<file path="config.mk">
export PLATFORM = sky130hd
export DESIGN_NAME = buffer_tx_serializer_flat
export DESIGN_NICKNAME = d
export VERILOG_FILES = /design/src/rtl/buffer_tx_serializer_if.sv /design/src/rtl/buffer_tx_serializer.sv /design/src/flat_wrapper.sv
export SDC_FILE = /design/constraint.sdc
export NUM_CORES = 1
export LEC_CHECK = 0
export ABC_AREA = 1
export BUFFER_PORTS_ARGS = -buffer_cell sky130_fd_sc_hd__buf_2
export CORE_MARGIN = 2
export CORE_UTILIZATION = 41
export CTS_CLUSTER_SIZE = 14
export DETAILED_ROUTE_END_ITERATION = 8
export SYNTH_ARGS = -nofsm -noshare
export SYNTH_HDL_FRONTEND = slang
export SYNTH_SLANG_ARGS = --single-unit
</file>
<file path="constraint.sdc">
create_clock -name clk -period 4.8 [get_ports clk]
set_input_delay 0.48 -clock clk [delete_from_list [all_inputs] [get_ports clk]]
set_output_delay 0.48 -clock clk [all_outputs]
set_load 0.05 [all_outputs]
</file>
<file path="src/rtl/buffer_tx_serializer_if.sv">
// buffer_tx_serializer_if: buffer strobes, read data and serial-side status of the drain stage.
interface buffer_tx_serializer_if #(
  parameter int DATA_W = 16,
  parameter int CNT_W  = 4
);
  logic              buf_w;
  logic [DATA_W-1:0] buf_data;
  logic              clr_ovf;
  logic              buf_r;
  logic              tx;
  logic              busy;
  logic [CNT_W-1:0]  count;
  logic              ovf;
  modport master (output buf_w, buf_data, clr_ovf, input buf_r, tx, busy, count, ovf);
  modport slave  (input buf_w, buf_data, clr_ovf, output buf_r, tx, busy, count, ovf);
endinterface

</file>
<file path="src/rtl/buffer_tx_serializer.sv">
// buffer_tx_serializer: mirrors buffer occupancy, reads words out and sends start/DATA_W bits LSB first/stop.
// Define TX_PARITY_EN to insert an even-parity bit between the data bits and the stop bit.
module buffer_tx_serializer #(
  parameter int DEPTH        = 8,
  parameter int DATA_W       = 16,
  parameter int CLKS_PER_BIT = 4
) (
  input logic                   clk,
  input logic                   rst,
  buffer_tx_serializer_if.slave bus
);
  localparam int CNT_W = $clog2(DEPTH) + 1;
  localparam int CLK_W = $clog2(CLKS_PER_BIT);
  localparam int BIT_W = $clog2(DATA_W);
  localparam logic [CLK_W-1:0] CLK_LAST = CLK_W'(CLKS_PER_BIT - 1);
  localparam logic [BIT_W-1:0] BIT_LAST = BIT_W'(DATA_W - 1);
  localparam logic [CNT_W-1:0] FULL     = CNT_W'(DEPTH);

`ifdef TX_PARITY_EN
  typedef enum logic [2:0] {IDLE, LOAD, START, DATA, PARITY, STOP} state_t;
  logic r_par;
`else
  typedef enum logic [2:0] {IDLE, LOAD, START, DATA, STOP} state_t;
`endif

  state_t            r_state;
  logic [DATA_W-1:0] r_shift;
  logic [CLK_W-1:0]  r_clk;
  logic [BIT_W-1:0]  r_bit;
  logic [CNT_W-1:0]  r_count;
  logic              r_tx;
  logic              r_buf_r;
  logic              r_busy;
  logic              r_ovf;
  logic              w_tick;
  logic              w_inc;
  logic              w_dec;
  logic              w_full;

  assign w_tick = r_clk == CLK_LAST;
  assign w_inc  = bus.buf_w & ~r_buf_r;
  assign w_dec  = r_buf_r & ~bus.buf_w;
  assign w_full = r_count == FULL;

  always_ff @(posedge clk or negedge rst)
    if (!rst) begin
      r_state <= IDLE;
      r_shift <= '0;
      r_clk   <= '0;
      r_bit   <= '0;
      r_tx    <= 1'b1;
      r_buf_r <= 1'b0;
      r_busy  <= 1'b0;
`ifdef TX_PARITY_EN
      r_par   <= 1'b0;
`endif
    end else begin
      r_buf_r <= 1'b0;
      r_clk   <= w_tick ? '0 : r_clk + 1'b1;
      case (r_state)
        IDLE: begin
          r_clk <= '0;
          if (r_count != '0) begin
            r_state <= LOAD;
            r_buf_r <= 1'b1;
            r_busy  <= 1'b1;
          end
        end
        LOAD: begin
          r_clk   <= '0;
          r_shift <= bus.buf_data;
`ifdef TX_PARITY_EN
          r_par   <= ^bus.buf_data;
`endif
          r_state <= START;
          r_tx    <= 1'b0;
        end
        START: if (w_tick) begin
          r_state <= DATA;
          r_tx    <= r_shift[0];
        end
        DATA: if (w_tick) begin
          r_shift <= r_shift >> 1;
          r_bit   <= r_bit + 1'b1;
          if (r_bit == BIT_LAST) begin
            r_bit <= '0;
`ifdef TX_PARITY_EN
            r_state <= PARITY;
            r_tx    <= r_par;
`else
            r_state <= STOP;
            r_tx    <= 1'b1;
`endif
          end else r_tx <= r_shift[1];
        end
`ifdef TX_PARITY_EN
        PARITY: if (w_tick) begin
          r_state <= STOP;
          r_tx    <= 1'b1;
        end
`endif
        STOP: if (w_tick) begin
          r_state <= (r_count != '0) ? LOAD : IDLE;
          r_buf_r <= r_count != '0;
          r_busy  <= r_count != '0;
        end
        default: r_state <= IDLE;
      endcase
    end

  // a write into a full, undrained buffer overwrites an unread slot, so the count saturates
  always_ff @(posedge clk or negedge rst)
    if (!rst) begin
      r_count <= '0;
      r_ovf   <= 1'b0;
    end else begin
      if (w_inc && !w_full) r_count <= r_count + 1'b1;
      else if (w_dec && r_count != '0) r_count <= r_count - 1'b1;
      r_ovf <= (w_inc & w_full) | (r_ovf & ~bus.clr_ovf);
    end

  assign bus.buf_r = r_buf_r;
  assign bus.tx    = r_tx;
  assign bus.busy  = r_busy;
  assign bus.count = r_count;
  assign bus.ovf   = r_ovf;
endmodule

</file>
<file path="src/flat_wrapper.sv">
// flat-port wrapper written by rule: the top's interface ports become plain ports
module buffer_tx_serializer_flat 
#(
  parameter int DEPTH        = 8,
  parameter int DATA_W       = 16,
  parameter int CLKS_PER_BIT = 4
)
  (clk, rst, bus_buf_w, bus_buf_data, bus_clr_ovf, bus_buf_r, bus_tx, bus_busy, bus_count, bus_ovf);
  buffer_tx_serializer_if #(.DATA_W(DATA_W), .CNT_W(4)) bus_i ();
  input logic clk;
  input logic rst;
  input wire logic [$bits(bus_i.buf_w)-1:0] bus_buf_w;
  input wire logic [$bits(bus_i.buf_data)-1:0] bus_buf_data;
  input wire logic [$bits(bus_i.clr_ovf)-1:0] bus_clr_ovf;
  output wire logic [$bits(bus_i.buf_r)-1:0] bus_buf_r;
  output wire logic [$bits(bus_i.tx)-1:0] bus_tx;
  output wire logic [$bits(bus_i.busy)-1:0] bus_busy;
  output wire logic [$bits(bus_i.count)-1:0] bus_count;
  output wire logic [$bits(bus_i.ovf)-1:0] bus_ovf;
  assign bus_i.buf_w = bus_buf_w;
  assign bus_i.buf_data = bus_buf_data;
  assign bus_i.clr_ovf = bus_clr_ovf;
  assign bus_buf_r = bus_i.buf_r;
  assign bus_tx = bus_i.tx;
  assign bus_busy = bus_i.busy;
  assign bus_count = bus_i.count;
  assign bus_ovf = bus_i.ovf;
  buffer_tx_serializer #(.DEPTH(DEPTH), .DATA_W(DATA_W), .CLKS_PER_BIT(CLKS_PER_BIT)) u_core (.clk(clk), .rst(rst), .bus(bus_i));
endmodule
</file>
* Yosys cells after proc, flatten, opt, wreduce, memory -nomap -nowiden
Cells that the tools add are included.
** Cells by class
- Divide/modulo/power cells :: 0
- Add/sub/neg operators :: 4
- Mux-type cells :: 24
- Multiply operators :: 0
- $lt $le $gt $ge :: 0
- Equal/unequal tests :: 12
- Reduce and logical (&&, ||, !) cells :: 15
- Bitwise logic cells :: 8
- Shift-type cells :: 0
** Operators by type and width (number)
- $pmux 16 s2 :: 1
- $mux 16 :: 1
- $mux 3 :: 5
- $pmux 3 s5 :: 1
- $mux 4 :: 3
- $ne 2x1->1 const B :: 5
- $add 4x1->4 const B :: 2
- $eq 4x4->1 const B :: 2
- $mux 1 :: 8
- $eq 3x2->1 const B :: 2
- $reduce_and 3->1 :: 2
- $reduce_bool 2->1 :: 3
- $reduce_and 5->1 :: 1
- $and 1x1->1 :: 4
- $mux 2 :: 2
- $pmux 1 s2 :: 2
- $reduce_and 2->1 :: 2
- $reduce_bool 4->1 :: 1
- $sub 4x1->4 const B :: 1
- $eq 3x1->1 const B :: 1
- $eq 3x3->1 const B :: 1
- $logic_not 3->1 :: 1
- $not 1->1 :: 3
- $pmux 1 s3 :: 1
- other kinds (7) :: 8
** Storage, ports and cells
- Memories :: 0
- Bits in latches :: 0
- Logic and storage cells :: 72
- Memory bits (writable) :: 0
- Bits of input ports :: 20
- ROM bits :: 0
- Output and inout port bits :: 8
- Register bits :: 33

* Longest topological paths before layout
Gate-level depths: netlist (run 1).
- Word-level depth :: 5
- Mapped depth :: 11
- Mapped depth without buffers :: 11

* Worst setup path before layout (run 1)
OpenSTA, ideal clock, no wires.
- Path kind :: flip-flop to flip-flop
- Start point :: register u_core.r_count[0], in the netlist u_core.bus.count[0]
- End point :: register u_core.r_count[3], in the netlist u_core.bus.count[3]
- Data arrival time :: 1.944 ns
- Buffers on the path :: 0
- Clock period less this slack :: 2.063 ns
- Cell stages (with the launch flop) :: 10
- Data required time :: 4.681 ns
- Setup time :: 0.119 ns
- Path slack :: 2.737 ns
- Cells stage by stage :: dfrtp_1 -> nor2_1 -> nand3_1 -> nand2_1 -> ha_1 -> or2_2 -> nand2_1 -> nand3_1 -> nand3_1 -> nand2_1
** Between the ends
- Longest elaborated chain between the ends :: 4
- Elaborated cells on any way between the ends :: 10
- Those cells by class :: add/sub: 2; eq/ne: 1; mux: 2; reduce/logical: 5
** Ends and longest elaborated chain
- start, declared :: RTL line buffer_tx_serializer.sv:30 : logic [CNT_W-1:0] r_count;
- start signal, assigned :: RTL line buffer_tx_serializer.sv:117 : if (w_inc && !w_full) r_count <= r_count + 1'b1;
- start signal, assigned :: RTL line buffer_tx_serializer.sv:118 : else if (w_dec && r_count != '0) r_count <= r_count - 1'b1;
- parallel branches: the longest is 4 deep, another holds $sub 4x1->4
Several ways; the timed one is not identified. The select of a mux whose other input is x is not followed.
A chain may end at the register's enable or synchronous reset.

* Worst setup path after layout (run 1)
Same ends and word-level chain as after synthesis.

==> results of run 1 <==
-- logic make-up (layout without fill, tap and decap cells) --
family                   Yosys count  in the layout  synth area share
buffers and inverters             41             70             0.100
adder cells (fa/ha/maj)            5              5            0.0382
AO/OA/AOI/OAI                     43             43             0.150
AND/OR/NAND/NOR                  100            100             0.242
flip-flops                        33             33             0.451
XOR/XNOR                           4              4            0.0191
-- metrics by stage --
step | worst slack [ns] | hold WS (ns)
floorplan | 2.74 | 0.184
global placement | 2.89 | 0.431
detailed placement | 2.85 | 0.433
CTS | 2.88 | 0.289
global route | 2.71 | 0.317
finish | 2.87 | 0.256
-- area by class of cell --
cell class,count,area (µm²),share of cell area
sequential,33,827,0.394
multi-input combinational,152,825,0.393
timing repair buffer,27,135,0.0644
inverter,35,131,0.0626
clock buffer,7,86.3,0.0411
tap,52,65.1,0.0310
clock inverter,1,30.0,0.0143
-- synthesized netlist by cell type (all sizes together) --
library cell	count	area share
xnor2	2	0.0095
o22ai	2	0.0068
clkbuf	1	0.0027
ha	4	0.027
nor3	1	0.0027
nand2	70	0.15
o31ai	1	0.0041
xor2	2	0.0095
dfrtp	32	0.44
buf	5	0.026
o21ai	36	0.13
inv	35	0.072
or2	1	0.0034
dfstp	1	0.014
a21oi	3	0.0082
nand3	15	0.048
o211ai	1	0.0041
nor2	13	0.035
fa	1	0.011
-- flip-flops by register name, summed over array words and instances, names as in the netlist --
name,cells
u_core.bus.buf_r,1
u_core.bus.busy,1
u_core.bus.count,4
u_core.bus.ovf,1
u_core.bus.tx,1
u_core.r_bit,4
u_core.r_clk,2
u_core.r_shift,16
u_core.r_state,3
-- cells in the final DEF, fill, tap and decap left out, types with 2 or more instances in the layout --
master / netlist / routed
o21ai_1: 2 / 2
o21ai_0: 20 / 20
xor2_1: 2 / 2
ha_1: 4 / 4
nand3_1: 14 / 14
dfrtp_1: 32 / 32
buf_2: 2 / 27
nand2_2: 4 / 4
a21oi_1: 3 / 3
xnor2_1: 2 / 2
inv_2: 2 / 2
clkbuf_8: 0 / 6
inv_1: 33 / 33
nand2_1: 65 / 65
o22ai_1: 2 / 2
o21ai_2: 14 / 14
nor2_1: 12 / 12
-- where the power goes --
group	switching, mW	leakage [nW]	internal (mW)
Sequential	0.0258	0.401	0.301
Clock	0.102	0.0585	0.169
Combinational	0.161	0.590	0.0741
-- worst max path at each step --
stage,from,to,slack (ns),cells past startpoint
CTS,u_core.bus.count[0],u_core.bus.count[3],2.88,9
floorplan,u_core.bus.count[0],u_core.bus.count[3],2.74,9
detailed placement,bus_buf_w,u_core.bus.count[3],2.85,10
global placement,bus_buf_w,u_core.bus.count[3],2.89,10
finish,u_core.bus.count[0],u_core.bus.count[3],2.87,9
global route,u_core.bus.count[0],u_core.bus.count[3],2.71,9
-- per-layer routing --
metal	global-route usage	wire, µm
met5	0	0
met4	0.0692	72
met3	0.0385	125
met2	0.217	1410
met1	0.199	1700
-- worst register-to-register path, stage by stage, from the launching register on --
cell,delay (ns)
dfrtp_1,0.47
nor2_1,0.19
nand3_1,0.14
nand2_1,0.17
ha_1,0.29
or2_2,0.29
nand2_1,0.07
nand3_1,0.08
nand3_1,0.09
nand2_1,0.05
==> summary.md, run 1 <==
| Metric | Value |
|---|---|
| Largest net degree at the start of global routing | `35` |
| I/O pin total | `28` |
| Final setup vio count | `0` |
| Syn_nets | `251` |
| Crit path buffers/inverters | `0` |
| Clock buffer depth | `2` |
| Initial antenna violation count | `0` |
| Total Routing Usage GR | `0.146` |
| Starting DRT DRC Count | `81` |
| Clk Tree Root Cell | `clkbuf_8` |
| Setup bufs post-CTS | `0` |
| Power per cell area | `397 nW/µm²` |
| ANT cells | `0` |
| Hold_buf cts | `0` |
| Final worst-path cycle share | `0.402` |
| Post-Syn Instances | `226` |
| Worst path cell trace | `nor2_1 > nand3_1 > nand2_1 > ha_1 > or2_2 > nand2_1 > nand3_1 > nand3_1 > nand2_1` |
| CP top delay family | `simple AND/OR/NAND/NOR gates` |
| Worst Hold Class | `input port to async pin` |
| Clock Sinks | `33` |
| Setup Skew | `0.00505 ns` |
| R2R Setup Slk | `2.87 ns` |
| Layout cell share with drive strength beyond 1 | `0.231` |
| Yosys reg bits | `33` |
| Pwr Total | `0.834 mW` |
| Vias per std cell | `4.61` |
| Worst-Skew Late Latency | `0.28 ns` |
| Final wirelength | `3.31 mm` |
| Worst slew margin | `0.511` |
| Worst Tran Pin Value | `0.734 ns` |
| Layout area overhead | `14.4%` |
| GRT overflow | `0` |
| Crit path max-delay cell type | `dfrtp_1` |
| Die Area | `5030 µm²` |
| Die H | `70.9 µm` |
| Netlist cell types | `28` |
| Worst Path Required | `4.98 ns` |
| Post-DRT Antenna Nets | `0` |
| Layout Nets | `279` |
| Global-route wire length before repair | `5.79 mm` |
| Leak | `1.05 nW` |
| Post-cts resize count | `0` |
| Status | `finished clean` |
| Setup TNS | `0 ns` |
| Vias in the first global route | `1,315` |
| Total core area | `4320 µm²` |
| Critical R2R Capture | `u_core.bus.count[3]` |
| Max Cap Viol | `0` |
| Worst Path Max Fanout | `7` |
| Vias | `1,414` |
| Crit path time final | `1.93 ns` |
| Peak VDD IR | `0.143 mV` |
| Drt wl/cell | `10.8 µm` |
| # placed instances | `299` |
| Fin. Hold Viols | `0` |
| Synth Cell Area | `1840 µm²` |
| Worst Setup Start Kind | `flip-flop` |
| R2R depth | `9` |
| Register area share after synthesis | `0.451` |
| Inserted Clock Buffers | `5` |
| Mapped Avg Cell Area | `8.12 µm²` |
| RD Place Congestion | `0.864` |
| Post-route DRC | `0` |
| Site Rows | `24` |
| IO buf count | `27` |
| CTS tree | `built` |
| Fill cell count | `440` |
| Post-layout util | `0.486` |
| Worst Path Arrival | `2.11 ns` |
| Initial core utilization | `0.424` |
| Worst Setup End Kind | `flip-flop` |
| TritonRoute pass-1 iters | `4` |
| Detailed placement HPWL | `2.33 mm` |
| Non-Filler Instances | `307` |
| RSZ-0062 raised after global routing | `no` |
| Fmax | `0.519 GHz` |
| Die width | `70.9 µm` |
| Worst-path clk slew | `0.07 ns` |
| Max Slew Vio Count | `0` |
| H-tree depth | `2` |
| FF-to-FF Start | `u_core.bus.count[0]` |
| Placed cell area | `1980 µm²` |
| Finished Cell Area | `2100 µm²` |
| Worst Setup Path Type | `flip-flop to flip-flop` |
| Yosys warning total | `0` |
| CP peak stage delay | `0.47 ns` |
Power figures use the tool's default switching activity.
==> run 2: changes to the inputs <==
ABC_AREA = 0   (was 1)
clock period = 1.68 ns   (was 4.8 ns; I/O delays follow)
==> summary.md, run 2 <==
| Metric | Value |
|---|---|
| Status | `finished, violations left` |
| Violated checks | `setup timing` |
| Synth area leaders | `dfrtp_1 46%, mux2i_1 6.9%, mux2_2 5.1%` |
| Die H | `69.4 µm (-2.2%)` |
| Psw | `1.60 mW (+450%)` |
| Pwr Total | `4.12 mW (+390%)` |
| Yosys reg bits | `33 (unchanged)` |
| Worst Setup Start Kind | `flip-flop` |
| Leak | `1.10 nW (+4.4%)` |
| Max Slew Vio Count | `0 (unchanged)` |
| Crit path time final | `1.97 ns (+0.0384 ns)` |
| Top cell type by total area after synthesis | `dfrtp_1` |
| Vias in the first global route | `1,381 (+5.0%)` |
| Total Routing Usage GR | `0.174 (+0.0285)` |
| ANT cells | `0 (unchanged)` |
| Most frequent cells in the layout | `28 x dfrtp_1, 27 x buf_2, 23 x buf_4` |
| Die width | `69.4 µm (-2.2%)` |
| Inserted Clock Buffers | `5 (unchanged)` |
| Fin. Hold Viols | `0 (unchanged)` |
| Sequential Power Share | `0.319 (-0.073)` |
| Die Area | `4810 µm² (-4.3%)` |
| Fmax | `0.509 GHz (-2.0%)` |
| CTS tree | `built` |
| I/O pin total | `28 (unchanged)` |
| H-tree depth | `2 (unchanged)` |
| Global-route wire length before repair | `6.54 mm (+13%)` |
| Worst Hold Class | `input port to flip-flop` |
| Power share of the clock group | `0.191 (-0.135)` |
| Peak VDD IR | `0.816 mV (+470%)` |
| RD Place Congestion | `0.773 (-11%)` |
| Initial core utilization | `0.432 (+0.00753)` |
| Post-route DRC | `0 (unchanged)` |
| Synth Cell Area | `1750 µm² (-4.5%)` |
| # placed instances | `243 (-19%)` |
| Yosys warning total | `0 (unchanged)` |
| Largest net degree at the start of global routing | `23 (-34%)` |
| Post-synth top area share | `0.457 (+0.0206)` |
| Number of synthesized flops with an enable pin | `0 (unchanged)` |
| Synth top cells by count | `32 x dfrtp_1, 13 x o21ai_0, 12 x mux2i_1` |
| Syn_nets | `180 (-28%)` |
| IO buf count | `27 (unchanged)` |
| Final setup vio count | `3 (+3)` |
| Post-Syn Instances | `155 (-31%)` |
| Drt wl/cell | `15.2 µm (+41%)` |
| Largest register FFs | `16 (unchanged)` |
| Starting DRT DRC Count | `79 (-2.5%)` |
| Layout cell share with drive strength beyond 1 | `0.417 (+0.185)` |
| Clock Sinks | `33 (unchanged)` |
| Worst Path Max Fanout | `2 (-5)` |
| Post-DRT Antenna Nets | `0 (unchanged)` |
| TritonRoute pass-1 iters | `4 (unchanged)` |
| Clk Tree Root Cell | `clkbuf_8` |
| Final worst slack | `-0.286 ns (-3.16 ns)` |
| Worst Tran Pin Value | `0.400 ns (-0.334 ns)` |
| Non-Filler Instances | `254 (-17%)` |
| Setup Skew | `0.00903 ns (+0.00398 ns)` |
| Final wirelength | `3.87 mm (+17%)` |
| Register area share after synthesis | `0.472 (+0.0212)` |
| Top-count cell post-synth | `dfrtp_1` |
| Worst-path clk slew | `0.07 ns (about the same)` |
| Worst Path Arrival | `2.13 ns (+0.02 ns)` |
| Initial antenna violation count | `0 (unchanged)` |
| Worst Setup End Kind | `flip-flop` |
| Final worst-path cycle share | `1.17 (+0.769)` |
| Worst Path Required | `1.84 ns (-3.14 ns)` |
| Fraction of registers with async set/reset | `1.00 (unchanged)` |
| Vias | `1,337 (-5.4%)` |
| Int Pwr | `2.52 mW (+360%)` |
| Commonest non-fill, non-tap cell in the layout | `dfrtp_1` |
| Post-layout util | `0.556 (+0.0707)` |
| Switch share | `0.387 (+0.0407)` |
| Detailed placement HPWL | `2.72 mm (+17%)` |
| Mapped Avg Cell Area | `11.3 µm² (+39%)` |
| Worst Setup Path Type | `flip-flop to flip-flop` |
| Logic gate share of total power | `0.490 (+0.208)` |
| RSZ-0062 raised after global routing | `yes` |
| Netlist cell types | `39 (+39%)` |
| Top_reg_cell synth | `dfrtp_1` |
| Total core area | `4060 µm² (-6.2%)` |
| Max Cap Viol | `0 (unchanged)` |
| Vias per std cell | `5.26 (+14%)` |
| Layout area overhead | `28.8%` |
| Register name with the most flops | `u_core.r_shift` |
| Worst slew margin | `0.733 (+0.223)` |
| Clock buffer depth | `2 (unchanged)` |
| GRT overflow | `0 (unchanged)` |
| Fill cell count | `350 (-20%)` |
| Setup TNS | `-0.534 ns (-0.534 ns)` |
| Worst-Skew Late Latency | `0.29 ns (about the same)` |
| Site Rows | `23 (-4.2%)` |
| Power per cell area | `1830 nW/µm² (+360%)` |
| Layout Nets | `228 (-18%)` |
==> run 2: cell types whose count changed after synthesis, moves of 10 or more <==
cell	previous run	this run
o21ai_2	14	0
o31ai_1	1	11
mux2i_1	0	12
inv_1	33	4
nand3_1	14	1
nand2_1	65	4
==> run 2: logic make-up (layout without fill, tap and decap cells) <==
group                    Yosys count  in the layout  share of synthesized area
adder cells (fa/ha/maj)            5              5                     0.0400
AND/OR/NAND/NOR                   34             34                      0.106
AO/OA/AOI/OAI                     40             40                      0.150
multiplexers                      25             25                      0.167
XOR/XNOR                           4              4                     0.0200
flip-flops                        33             33                      0.472
buffers and inverters             14             63                     0.0450
==> run 2: layout make-up <==
cell class | count | area [µm²] | share of cell area
repair buffers | 51 | 318 | 0.141
inverters | 4 | 15.0 | 0.00665
flip-flops and latches | 33 | 835 | 0.370
clock inverters | 2 | 37.5 | 0.0166
multi-input cells | 108 | 907 | 0.402
clock buffers | 6 | 82.6 | 0.0366
well taps | 50 | 62.6 | 0.0277
==> run 2: critical path, stage by stage (launching register included) <==
cell and delay (ns):
dfrtp_4 0.49, nor3_4 0.14, nand2_2 0.10, nand2_4 0.08, ha_4 0.19, a21o_1 0.16, a21oi_2 0.16, mux4_2 0.51
==> run 2: timing repair <==
item,in CTS,in global routing
gates resized for setup,6,0
hold buffers,1,0
hold endpoints to repair,8,0
setup buffers,2,0
gates cloned,0,0
pin swaps,3,2
setup endpoints to repair,3,3
==> run 2: power by group through the flow <==
stage	Clock [mW]	Combinational [mW]	Sequential, mW
floorplan	0	1.14	1.59
global placement	0	1.87	1.30
detailed placement	0	1.96	1.33
CTS	0.807	2.04	1.32
global route	0.836	2.22	1.35
finish	0.788	2.02	1.32
==> run 2: worst paths after layout <==
kind	cells past startpoint	start	slack [ns]	endpoint
max reg2reg	7	u_core.bus.count[0]	-0.29	u_core.bus.count[3]
max in group asynchronous	3	rst	0.90	u_core.bus.tx
min reg2reg	1	u_core.r_clk[0]	0.47	u_core.r_clk[0]
max	7	u_core.bus.count[0]	-0.29	u_core.bus.count[3]
min in group asynchronous	2	rst	0.27	u_core.r_shift[15]
min	2	bus_clr_ovf	0.06	u_core.bus.ovf
==> run 2: metrics by stage <==
step                setup WS, ns  area (µm²)  hold WS [ns]
floorplan                 -0.454        1790        -0.128
global placement          -0.333        2080        0.0465
detailed placement        -0.366        2080        0.0510
CTS                       -0.316        2260        0.0491
global route              -0.365        2260        0.0542
finish                    -0.286        2260        0.0589
==> run 2: layer usage <==
| layer | GRT usage | vias up | wire (µm) |
|---|---|---|---|
| met3 | 0.0480 | 5 | 139 |
| met2 | 0.285 | 17 | 1920 |
| li1 | - | 661 | - |
| met4 | 0.0806 | 0 | 57 |
| met1 | 0.214 | 654 | 1750 |
| met5 | 0 | - | 0 |
